## config.mk

```make
export PLATFORM = sky130hd
export DESIGN_NAME = uart_matrix_txport
export DESIGN_NICKNAME = d
export VERILOG_FILES = /design/src/rtl/uart_matrix_txfifo.sv /design/src/rtl/uart_matrix_txport.sv
export SDC_FILE = /design/constraint.sdc
export NUM_CORES = 1
export LEC_CHECK = 0
export BUFFER_PORTS_ARGS = -buffer_cell sky130_fd_sc_hd__clkbuf_2
export CAP_MARGIN = 20
export CORE_UTILIZATION = 60
export CTS_CLUSTER_SIZE = 8
export DETAILED_ROUTE_END_ITERATION = 10
export PLACE_DENSITY = 0.84
export RECOVER_POWER = 50
export SYNTH_ARGS = -nofsm -noshare
export SYNTH_HDL_FRONTEND = slang
export SYNTH_HIERARCHICAL = 1
export SYNTH_SLANG_ARGS = --single-unit
```

## constraint.sdc

```tcl
create_clock -name clk -period 3.4 [get_ports clk]
set_clock_uncertainty 0.1 [all_clocks]
set_input_delay 0.17 -clock clk [delete_from_list [all_inputs] [get_ports clk]]
set_output_delay 0.17 -clock clk [all_outputs]
set_load 0.02 [all_outputs]
```

## src/rtl/uart_matrix_txfifo.sv

```systemverilog
// Synchronous byte FIFO for one matrix TX port.
// The head byte is visible on dout (first-word fall-through), so the
// serializer can load it in the same cycle it pops.
// full/empty are registered flags derived from the registered level.
`ifndef UART_MATRIX_TXFIFO_SV
`define UART_MATRIX_TXFIFO_SV

module uart_matrix_txfifo #(
  parameter int depth = 16
) (
  input  logic                     clk,
  input  logic                     reset,
  input  logic [7:0]               in,
  input  logic                     cke,
  input  logic                     pop,
  output logic [7:0]               dout,
  output logic                     full,
  output logic                     empty,
  output logic [$clog2(depth):0]   level
);
  localparam int aw = $clog2(depth);
  localparam logic [aw:0] full_lvl = depth[aw:0];
  localparam logic [aw:0] one_lvl  = {{aw{1'b0}}, 1'b1};
  localparam logic [aw-1:0] one_ptr = {{(aw-1){1'b0}}, 1'b1};

  logic [7:0]    mem [depth];
  logic [aw-1:0] wr_ptr_reg, rd_ptr_reg;
  logic [aw:0]   level_reg, level_next;
  logic          full_reg, empty_reg;
  logic          push, pop_ok;

  // A write is admitted only against the registered full flag, so a pop in
  // the same cycle never makes room for it.
  assign push   = cke & ~full_reg;
  assign pop_ok = pop & ~empty_reg;

  // Occupancy update; simultaneous push and pop leave it unchanged.
  always_comb begin
    level_next = level_reg;
    case ({push, pop_ok})
      2'b10:   level_next = level_reg + one_lvl;
      2'b01:   level_next = level_reg - one_lvl;
      default: level_next = level_reg;
    endcase
  end

  // Storage array; contents need no reset because the pointers define validity.
  always_ff @(posedge clk) begin
    if (push) mem[wr_ptr_reg] <= in;
  end

  // Pointers, level and flags.
  always_ff @(posedge clk) begin
    if (reset) begin
      wr_ptr_reg <= '0;
      rd_ptr_reg <= '0;
      level_reg  <= '0;
      full_reg   <= 1'b0;
      empty_reg  <= 1'b1;
    end else begin
      if (push)   wr_ptr_reg <= wr_ptr_reg + one_ptr;
      if (pop_ok) rd_ptr_reg <= rd_ptr_reg + one_ptr;
      level_reg <= level_next;
      full_reg  <= (level_next == full_lvl);
      empty_reg <= (level_next == '0);
    end
  end

  assign dout  = mem[rd_ptr_reg];
  assign full  = full_reg;
  assign empty = empty_reg;
  assign level = level_reg;
endmodule

`endif

```

## src/rtl/uart_matrix_txport.sv

```systemverilog
// Downstream TX port of the UART matrix: byte FIFO plus 8N1 serializer.
// The line output is registered from the current FSM state, so it trails the
// state by one cycle; back-to-back frames are chained straight from STOP.
`ifndef UART_MATRIX_TXPORT_SV
`define UART_MATRIX_TXPORT_SV

module uart_matrix_txport #(
  parameter int depth = 16,
  parameter int div   = 1
) (
  input  logic                    clk,
  input  logic                    reset,
  input  logic [7:0]              in,
  input  logic                    cke,
  output logic                    out,
  output logic                    full,
  output logic                    empty,
  output logic [$clog2(depth):0]  level,
  output logic                    overflow
);
  localparam int frame_bits = 10;
  localparam int data_last  = frame_bits - 3;
  localparam logic [2:0] bit_last = data_last[2:0];
  localparam int cw = $clog2(div) + 1;
  localparam int div_m1 = div - 1;
  localparam logic [cw-1:0] cnt_last = div_m1[cw-1:0];
  localparam logic [cw-1:0] cnt_one  = {{(cw-1){1'b0}}, 1'b1};

  localparam logic [1:0] st_idle  = 2'd0;
  localparam logic [1:0] st_start = 2'd1;
  localparam logic [1:0] st_data  = 2'd2;
  localparam logic [1:0] st_stop  = 2'd3;

  typedef enum logic [1:0] {
    IDLE  = st_idle,
    START = st_start,
    DATA  = st_data,
    STOP  = st_stop
  } state_t;

  state_t        state_reg, state_next;
  logic [cw-1:0] cnt_reg, cnt_next;
  logic [2:0]    bit_reg, bit_next;
  logic [7:0]    shift_reg, shift_next;
  logic          out_reg, out_next;
  logic          overflow_reg;
  logic          pop;
  logic [7:0]    head;
  logic          bit_end;

  uart_matrix_txfifo #(.depth(depth)) u_fifo (
    .clk   (clk),
    .reset (reset),
    .in    (in),
    .cke   (cke),
    .pop   (pop),
    .dout  (head),
    .full  (full),
    .empty (empty),
    .level (level)
  );

  assign bit_end = (cnt_reg == cnt_last);

  // Serializer next-state, counters, FIFO pop and the line level for this state.
  always_comb begin
    state_next = state_reg;
    cnt_next   = cnt_reg;
    bit_next   = bit_reg;
    shift_next = shift_reg;
    pop        = 1'b0;
    out_next   = 1'b1;
    case (state_reg)
      IDLE: begin
        out_next = 1'b1;
        if (!empty) begin
          pop        = 1'b1;
          shift_next = head;
          cnt_next   = '0;
          state_next = START;
        end
      end
      START: begin
        out_next = 1'b0;
        if (bit_end) begin
          cnt_next   = '0;
          bit_next   = '0;
          state_next = DATA;
        end else begin
          cnt_next = cnt_reg + cnt_one;
        end
      end
      DATA: begin
        out_next = shift_reg[0];
        if (bit_end) begin
          cnt_next   = '0;
          shift_next = {1'b0, shift_reg[7:1]};
          if (bit_reg == bit_last) state_next = STOP;
          else                     bit_next   = bit_reg + 3'd1;
        end else begin
          cnt_next = cnt_reg + cnt_one;
        end
      end
      STOP: begin
        out_next = 1'b1;
        if (bit_end) begin
          cnt_next = '0;
          if (!empty) begin
            pop        = 1'b1;
            shift_next = head;
            state_next = START;
          end else begin
            state_next = IDLE;
          end
        end else begin
          cnt_next = cnt_reg + cnt_one;
        end
      end
      default: state_next = IDLE;
    endcase
  end

  // Serializer registers; reset aborts any frame and drives the line idle.
  always_ff @(posedge clk) begin
    if (reset) begin
      state_reg <= IDLE;
      cnt_reg   <= '0;
      bit_reg   <= '0;
      shift_reg <= '0;
      out_reg   <= 1'b1;
    end else begin
      state_reg <= state_next;
      cnt_reg   <= cnt_next;
      bit_reg   <= bit_next;
      shift_reg <= shift_next;
      out_reg   <= out_next;
    end
  end

  // Sticky flag for a write that arrived while the FIFO was full.
  always_ff @(posedge clk) begin
    if (reset)            overflow_reg <= 1'b0;
    else if (cke && full) overflow_reg <= 1'b1;
  end

  assign out      = out_reg;
  assign overflow = overflow_reg;
endmodule

`endif

```

# Word-level counts from Yosys, hierarchy flattened
# Memories as Yosys holds them, arrays and structs flattened. A register that Yosys moved wholly into a read port is not among the register bits.
# Index checks and enable logic that the tools add are counted.
# op_classes
add_sub_neg	6
n_eq_ne	13
muxes	27
n_bitwise	4
reduce_logical	10
# ops
cell	n
$mux W8	3
$pmux W8 S3	1
$ne A2 B2 Y1 const B	6
$mux W2	5
$pmux W5 S2	1
$mux W3	3
$add A4 B1 Y4 const B	2
$mux W4	2
$pmux W2 S4	1
$mux W1	7
$eq A2 B2 Y1 const B	3
$pmux W3 S2	1
$add A5 B1 Y5 const B	1
$eq A5 B5 Y1 const B	1
$logic_not A5 Y1	1
$reduce_and A5 Y1	1
$sub A5 B1 Y5 const B	1
$eq A2 B1 Y1 const B	2
$pmux W1 S2	2
$reduce_and A4 Y1	1
$add A3 B1 Y3 const B	1
$eq A3 B3 Y1 const B	1
$pmux W1 S3	1
$reduce_and A3 Y1	1
9 further kinds	11
# word_totals
regBits	31
ramBits	128
inputBits	11
output_inout_bits	9
wordCells	72
memories	1
# mem_list
memory	depth	word_bits	rd	rd_clocked_by_memory_dff	write_ports	line	rtl
u_fifo.mem	16	8	1	1	1	uart_matrix_txfifo.sv:26	logic [7:0] mem [depth];

# Logic depth before layout (Yosys ltp)
# Gate-level depths: netlist (run 1).
# depth
word_depth	7
depth_mapped	14
mapped_depth_nobuf	14

# Cells and area by module
# Netlist (run 1), hierarchy kept.
# modules_own_cells
mod	n_inst	cells_each	area_each_um2	seq_area_each_um2
uart_matrix_txfifo	1	303	5845.6	4224.1
uart_matrix_txport	1	93	837.1	300.3

# Worst setup path before layout (run 1)
# Ideal clock, no wire load.
# synth_path
kind	reg2reg
startpoint	register state_reg[0]
endpoint	register u_fifo.full_reg (netlist: u_fifo/full)
setup_time_ns	0.091
t_arrival_ns	2.801
t_required_ns	3.209
path_slack_ns	0.408
path_stages_with_launch	13
path_buffers	0
period_less_slack_ns	2.992
path_cell_list	dfxtp_1 -> inv_1 -> ha_1 -> nor3_1 -> nand2b_4 -> inv_2 -> nand2_1 -> xnor2_1 -> ha_1 -> nor3b_1 -> or3b_1 -> a22oi_1 -> nor4bb_1
# synth_between
elab_chain_cells	6
word_cells_on_any_way	8
cone_classes	eq/ne: 4; mux: 2; bitwise: 1; reduce/logical: 1
# synth_rtl
item	line	rtl
from (decl)	uart_matrix_txport.sv:41	state_t state_reg, state_next;
from (signal assigned)	uart_matrix_txport.sv:132	state_reg <= state_next;
$eq A2 B2 Y1 or $logic_not A2 Y1 (tied branches)	uart_matrix_txport.sv:73	case (state_reg)
$pmux W1 S2 (*)	uart_matrix_txport.sv:73	
named net pop	uart_matrix_txport.sv:47	logic pop;
$and A1 B1 Y1 (*)	uart_matrix_txfifo.sv:35	assign pop_ok = pop & ~empty_reg;
$eq A2 B1 Y1 or $eq A2 B2 Y1 (tied branches)	uart_matrix_txfifo.sv:40	case ({push, pop_ok})
$pmux W5 S2 (*)	uart_matrix_txfifo.sv:40	
$eq A5 B5 Y1 (*)	uart_matrix_txfifo.sv:64	full_reg <= (level_next == full_lvl);
to (signal assigned)	uart_matrix_txfifo.sv:64	
to (decl)	uart_matrix_txfifo.sv:29	logic full_reg, empty_reg;
# The timed path passes the listed nets; every way through them passes the cells marked *.
# A chain may end at the register's enable or synchronous reset.

# Worst setup path in the final report (run 1)
# Same ends and word-level chain as after synthesis.

==> impl_results.md, run 1 <==
- Syn_nets: 423
- Via count: 3583
- DR DRC count: 0
- Total negative slack: 0 ns
- Post-synth top flop: edfxtp_1
- Synth-to-layout area growth: 13.4%
- Std cell rows: 38
- Critical path endpoint category: register
- Pwr dens: 681 nW/um2
- Reg area: 4530 um2
- Hpwl dp: 7.69 mm
- Largest net degree at the start of global routing: 35
- Final setup margin: 0.174 ns
- Final period util: 0.949
- FF-to-FF Start: state_reg[0]
- Worst path slowest cell: or3b_1
- Endpoint, Worst Hold: u_fifo/level[1]
- R2R cell count: 12
- HP Class: in -> reg
- RR Endpoint: u_fifo/full
- Die Width: 108 um
- Initial antenna violation count: 1
- Startpoint Class: register
- Placer Congestion: 0.792
- Crit-path leading delay family: simple AND/OR/NAND/NOR gates
- Max-slew headroom: 0.451
- Starting Density: 0.616
- Fmax: 0.310 GHz
- Post-DRT Antenna Nets: 0
- Hold Vio Cnt, Final: 0
- Yosys reg bits: 162
- Insertion delay to the later sink of the worst-skew pair: 0.52 ns
- Number of buffers and inverters on the critical path: 2
- Share of Yosys cell area claimed by the top area cell type: 0.575
- Most frequent cell after synthesis: edfxtp_1
- Final Net Count: 456
- Global Route Usage Sum: 0.240
- Pre-CTS setup slack: -0.00912 ns
- Inserted Clock Buffers: 17
- Post-synth top area cell: edfxtp_1
- Mapped Cells: 396
- H-tree depth: 4
- Cells along the critical path: inv_1 > ha_1 > nor3_2 > nand2b_4 > inv_4 > nand2_1 > xnor2_1 > ha_2 > nor3b_2 > or3b_1 > a22oi_2 > nor4bb_4
- Pre-antenna DRT Iters: 5
- Post-synth top cells: edfxtp_1, mux4_2, dfxtp_1
- Status: completed
- Ys Warns: 6
- Worst Path Required: 3.73 ns
- Met3 Use GR: 0.0508
- Flip-flop count of the largest register after layout: 128
- Clock Sinks: 162
- # port buffers: 19
- Total power: 5.16 mW
- Met1 Use GR: 0.296
- Core ar.: 10800 um2
- Met2 Track Usage GR: 0.413
- Routed length per instance: 21.9 um
- Die Ht: 108 um
- VDD IR-drop max: 0.451 mV
- CP max FO: 9
- Ys async rst share: 0
- Fill count: 662
- Clock Tree Buf Depth: 2
- Sequential area share after synthesis: 0.677
- Iter 0 DRT Violations: 250
- Final min period: 3.23 ns
- Wire length of the first global-routing pass: 19.6 mm
- Clock Pin Slew Worst Setup and Hold Paths: 0.07 ns
- Count of flip-flops with a built-in enable after synthesis: 128
- Grt peak-use layer: met2
- Die area: 11600 um2
- Root buffer cell: clkbuf_8
- Worst hold path cell count: 2
- Slew at the pin closest to its max-slew limit: 0.821 ns
- Slowest stage delay, CP: 0.39 ns
- Worst Path Arrival: 3.55 ns
- Number of setup violations in the final report: 0
- Grt ovf: 0
- I/O Pins: 20
- Pins Over Slew Limit: 0
- Post-synth cell types: 47
- Diodes inserted: 0
- Synth Cell Area: 6680 um2
- Area of the multi-input gates: 2030 um2
- Share of layout cells above drive strength 1: 0.222
- Final wirelength: 12.8 mm
- Vias in the first global route: 3583
- Mean Syn Cell Area: 16.9 um2
- Synth area leaders: edfxtp_1, mux4_2, dfxtp_1
- Register-to-register setup slack: 0.17 ns
- Hold path startpoint: reset
- RSZ-0062 raised after global routing: false
- Via-per-instance ratio: 6.16
- CTS tree: yes
- Max Cap Viol: 0
- Leakage Power: 2.44 nW
- Worst setup path class: reg -> reg
[worst reg2reg max path, delay by kind of cell, from the launching register on]
kind / cells / cell delay [ns]
and+or+nand+nor: 6 / 1.34
AOI/OAI and AO/OA: 1 / 0.24
buffers and inverters: 2 / 0.23
DFF: 1 / 0.37
adders and majority gates: 2 / 0.67
xor gates and xnor gates: 1 / 0.18
[stage by stage]
step	instances	utilization	area [um2]	hold WS, ns
2_1_floorplan	396	-	6680	0.139
3_3_place_gp	541	0.636	6900	0.308
3_5_place_dp	541	0.636	6900	0.323
4_1_cts	582	0.700	7590	0.169
5_1_grt	582	0.699	7580	0.233
6_report	582	0.699	7580	0.224
[routing by layer]
layer | wire length (um) | vias to the layer above
met1 | 5090 | 1820
met3 | 662 | 16
met2 | 6850 | 141
met4 | 151 | 2
met5 | 13 | -
li1 | - | 1604
[report_power, final]
group	switching, mW	total [mW]	internal [mW]
Sequential	0.0935	2.34	2.25
Combinational	0.524	0.959	0.435
Clock	0.794	1.86	1.07
[layout by cell type (no fill, tap or decap), types with 7 or more instances in the layout]
master           n
a21oi_1         20
clkbuf_1        19
clkbuf_16       16
dfxtp_1         31
dlygate4sd3_1    9
edfxtp_1       128
ha_1            15
inv_1            7
inv_6            7
mux2i_1          8
mux4_2          40
nand2_1         13
nor2_1          30
o21ai_0         10
or3_1            7
[layout make-up]
class                      count  share of cell area
clock buffer                  17              0.0546
clock inverter                15              0.0226
inverter                       9             0.00545
multi-input combinational    204               0.268
sequential                   162               0.597
tap                          140              0.0231
timing repair buffer          35              0.0292
[worst max path at each step]
stage	from	end	slack [ns]	cells past startpoint
after floorplan	state_reg[0]	u_fifo/full	0.41	12
final	state_reg[0]	u_fifo/full	0.17	12
after global routing	state_reg[0]	u_fifo/full	0.02	12
after detailed placement	state_reg[0]	u_fifo/full	-0.009	12
after CTS	state_reg[1]	u_fifo/full	0.05	13
after global placement	state_reg[0]	u_fifo/full	0.23	12
[timing repair]
| action | 4_1_cts | 5_1_grt |
|---|---|---|
| hold endpoints to repair | 129 | 0 |
| setup endpoints to repair | 1 | 3 |
| pin swaps | 0 | 1 |
| hold buffers | 9 | 0 |
| setup buffers | 0 | 0 |
| gates resized for setup | 4 | 5 |
[kinds of logic after synthesis]
family,after synthesis,share of synthesized area
flip-flops,162,0.677
adder cells (fa/ha/maj),16,0.0300
XOR/XNOR,11,0.0144
buffers and inverters,30,0.0242
multiplexers,48,0.147
AND/OR/NAND/NOR,85,0.0661
AO/OA/AOI/OAI,44,0.0416
Power figures use the tool's default switching activity.
==> run 2: changes to the inputs <==
- PLACE_DENSITY: 0.84 -> not set
- PLACE_DENSITY_LB_ADDON: not set -> 0.05
- SYNTH_HIERARCHICAL: 1 -> not set
- clock period: 3.4 -> 3.8 ns (I/O delays scaled with it)
==> run 2 against run 1 <==
  * Final cell count increased by 0.17%
  * Clock power decreased by 14%
  * Final area decreased by 1.5%
  * Area after synthesis about the same
  * Fmax decreased by 1.3%
  * Core utilization decreased by 1.1 points
  * Power decreased by 7.4%
  * Worst hold slack got worse by 0.13 ns
  * Global-route usage decreased by 0.85 points
  * Sequential power decreased by 6%
  * Synthesized cell count increased by 1.0%
  * Largest cell class unchanged
==> impl_results.md, run 2 <==
- Clock Pin Slew Worst Setup and Hold Paths: 0.06 ns
- Core ar.: 10800 um2
- Pwr dens: 641 nW/um2
- Most frequent cells in the layout: edfxtp_1, nor2_1, dfxtp_1, clkbuf_1, mux4_1
- CP most frequent cell: ha_1
- CTS tree: yes
- Global Route Usage Sum: 0.232
- Pre-antenna DRT Iters: 5
- Total negative slack: 0 ns
- Slew at the pin closest to its max-slew limit: 1.01 ns
- Final min period: 3.27 ns
- Leakage Power: 2.50 nW
- Hpwl dp: 7.63 mm
- RSZ-0062 raised after global routing: false
- Clock Sinks: 162
- Share of layout cells above drive strength 1: 0.131
- Wire length of the first global-routing pass: 18.9 mm
- Via-per-instance ratio: 5.99
- Largest net degree at the start of global routing: 26
- Final Net Count: 459
- Finished Core Util: 0.689
- I/O Pins: 20
- Postcts setup bufs: 0
- Count of flip-flops with a built-in enable after synthesis: 128
- Reg area: 4530 um2
- Post-DRT Antenna Nets: 0
- Std cell rows: 38
- Routed length per instance: 20.8 um
- Cells along the critical path: inv_1 > ha_1 > nor3_1 > clkbuf_1 > ha_1 > xor2_1 > ha_1 > o21ai_0 > a211oi_2 > o311ai_1 > mux2_2 > a221oi_2
- R2R cell count: 12
- CP max FO: 11
- Hold path startpoint: reset
- Sequential area share after synthesis: 0.677
- Final period util: 0.860
- Slowest stage delay, CP: 0.42 ns
- RR Endpoint: u_fifo.empty
- FF-to-FF Start: state_reg[0]
- Via count: 3492
- Root buffer cell: clkbuf_8
- Fill count: 716
- Hold Vio Cnt, Final: 0
- Die area: 11600 um2
- Number of setup violations in the final report: 0
- Post-synth cell types: 43
- Vias in the first global route: 3492
- Max Cap Viol: 0
- Post-synth top area cell: edfxtp_1
- Fmax: 0.306 GHz
- Worst Path Required: 4.14 ns
- Share of Yosys cell area claimed by the top area cell type: 0.575
- Synth area leaders: edfxtp_1, dfxtp_1, mux4_1
- # port buffers: 19
- Clock Tree Buf Depth: 2
- Startpoint Class: register
- DR DRC count: 0
- Final wirelength: 12.1 mm
- Starting Density: 0.617
- Endpoint, Worst Hold: u_fifo.wr_ptr_reg[2]
- Mean Syn Cell Area: 16.7 um2
- Grt ovf: 0
- Initial antenna violation count: 0
- Critical path endpoint category: register
- Die Ht: 108 um
- Yosys reg bits: 162
- HP Class: in -> reg
- Total power: 4.79 mW
- Iter 0 DRT Violations: 300
- Register-to-register setup slack: 0.53 ns
- Worst hold path cell count: 2
- Mapped Cells: 400
- Most common cell after layout, fill and taps aside: edfxtp_1
- Flip-flop count of the largest register after layout: 128
- Insertion delay to the later sink of the worst-skew pair: 0.53 ns
- Post_cts resized: 0
- Die Width: 108 um
- Post-synth top cells: edfxtp_1, nor2_1, dfxtp_1
- Most frequent cell after synthesis: edfxtp_1
- H-tree depth: 4
- VDD IR-drop max: 0.340 mV
- Status: completed
- Post-synth top flop: edfxtp_1
- Inserted Clock Buffers: 17
- Synth Cell Area: 6690 um2
- Max-slew headroom: 0.324
- Placer Congestion: 0.795
- Worst path slowest cell: ha_1
- Ys async rst share: 0
- Worst Path Arrival: 3.61 ns
- Ys Warns: 0
- Worst setup path class: reg -> reg
- Synth-to-layout area growth: 11.7%
- Area of the multi-input gates: 2000 um2
- Diodes inserted: 0
- Pins Over Slew Limit: 0
- Worst Setup SP: state_reg[0]
- Syn_nets: 426
[run 2: cell count changes after synthesis, sizes merged, moves of 7 or more]
cell,delta
and2,+8
mux2i,+7
mux2,+9
o221ai,+7
mux4,-8
nor2,+14
a21oi,-9
[run 2: worst max path at each step]
stage                         endpoint  slack [ns]  depth (start not counted)
after floorplan            u_fifo.full        0.70                         12
after global routing      u_fifo.empty        0.28                         12
after CTS                 u_fifo.empty        0.71                         12
final                     u_fifo.empty        0.53                         12
after global placement     u_fifo.full        0.83                         12
after detailed placement  u_fifo.empty        0.75                         12
[run 2: worst max-delay path, delay by kind of cell (launching register included)]
kind / cells / cell delay, ns
muxes: 1 / 0.32
adders and majority gates: 3 / 0.95
buffers and inverters: 2 / 0.39
DFF: 1 / 0.38
and+or+nand+nor: 1 / 0.19
xor gates and xnor gates: 1 / 0.19
AOI/OAI and AO/OA: 4 / 0.66
[run 2: report_power, final]
group | switching (mW) | internal (mW)
combinational | 0.510 | 0.478
sequential | 0.152 | 2.05
clock | 0.622 | 0.975
total | 1.28 | 3.50
[run 2: layer usage]
layer	wire [um]	vias to the layer above	track usage
li1	-	1617	-
met1	5540	1776	0.304
met2	6060	82	0.383
met3	352	17	0.0466
met4	172	0	0.0910
met5	0	-	0
[run 2: logic make-up (layout without fill, tap and decap cells)]
family	Yosys count	after routing	share of synthesized area
flip-flops	162	162	0.677
AND/OR/NAND/NOR	89	89	0.0616
multiplexers	56	56	0.156
AO/OA/AOI/OAI	40	40	0.0406
buffers and inverters	28	71	0.0240
adder cells (fa/ha/maj)	15	15	0.0281
XOR/XNOR	10	10	0.0131
[run 2: final cells by class]
| class | instances | share of cell area |
|---|---|---|
| flip-flops and latches | 162 | 0.606 |
| multi-input cells | 210 | 0.268 |
| clock buffers | 19 | 0.0565 |
| repair buffers | 33 | 0.0255 |
| well taps | 140 | 0.0235 |
| clock inverters | 10 | 0.0159 |
| inverters | 9 | 0.00452 |
[run 2: timing repair]
item / in CTS / in global routing
hold buffers: 6 / 0
endpoints found under the setup margin: 0 / 0
hold endpoints to repair: 81 / 0
[run 2: per-stage QoR]
stage          area [um2]  setup WS, ns  instances  hold slack (ns)
3_5_place_dp         6890         0.745        548            0.340
2_1_floorplan        6690         0.697        400            0.189
4_1_cts              7490         0.710        583          0.00102
5_1_grt              7470         0.277        583            0.129
3_3_place_gp         6890         0.834        548            0.326
6_report             7470         0.531        583           0.0922
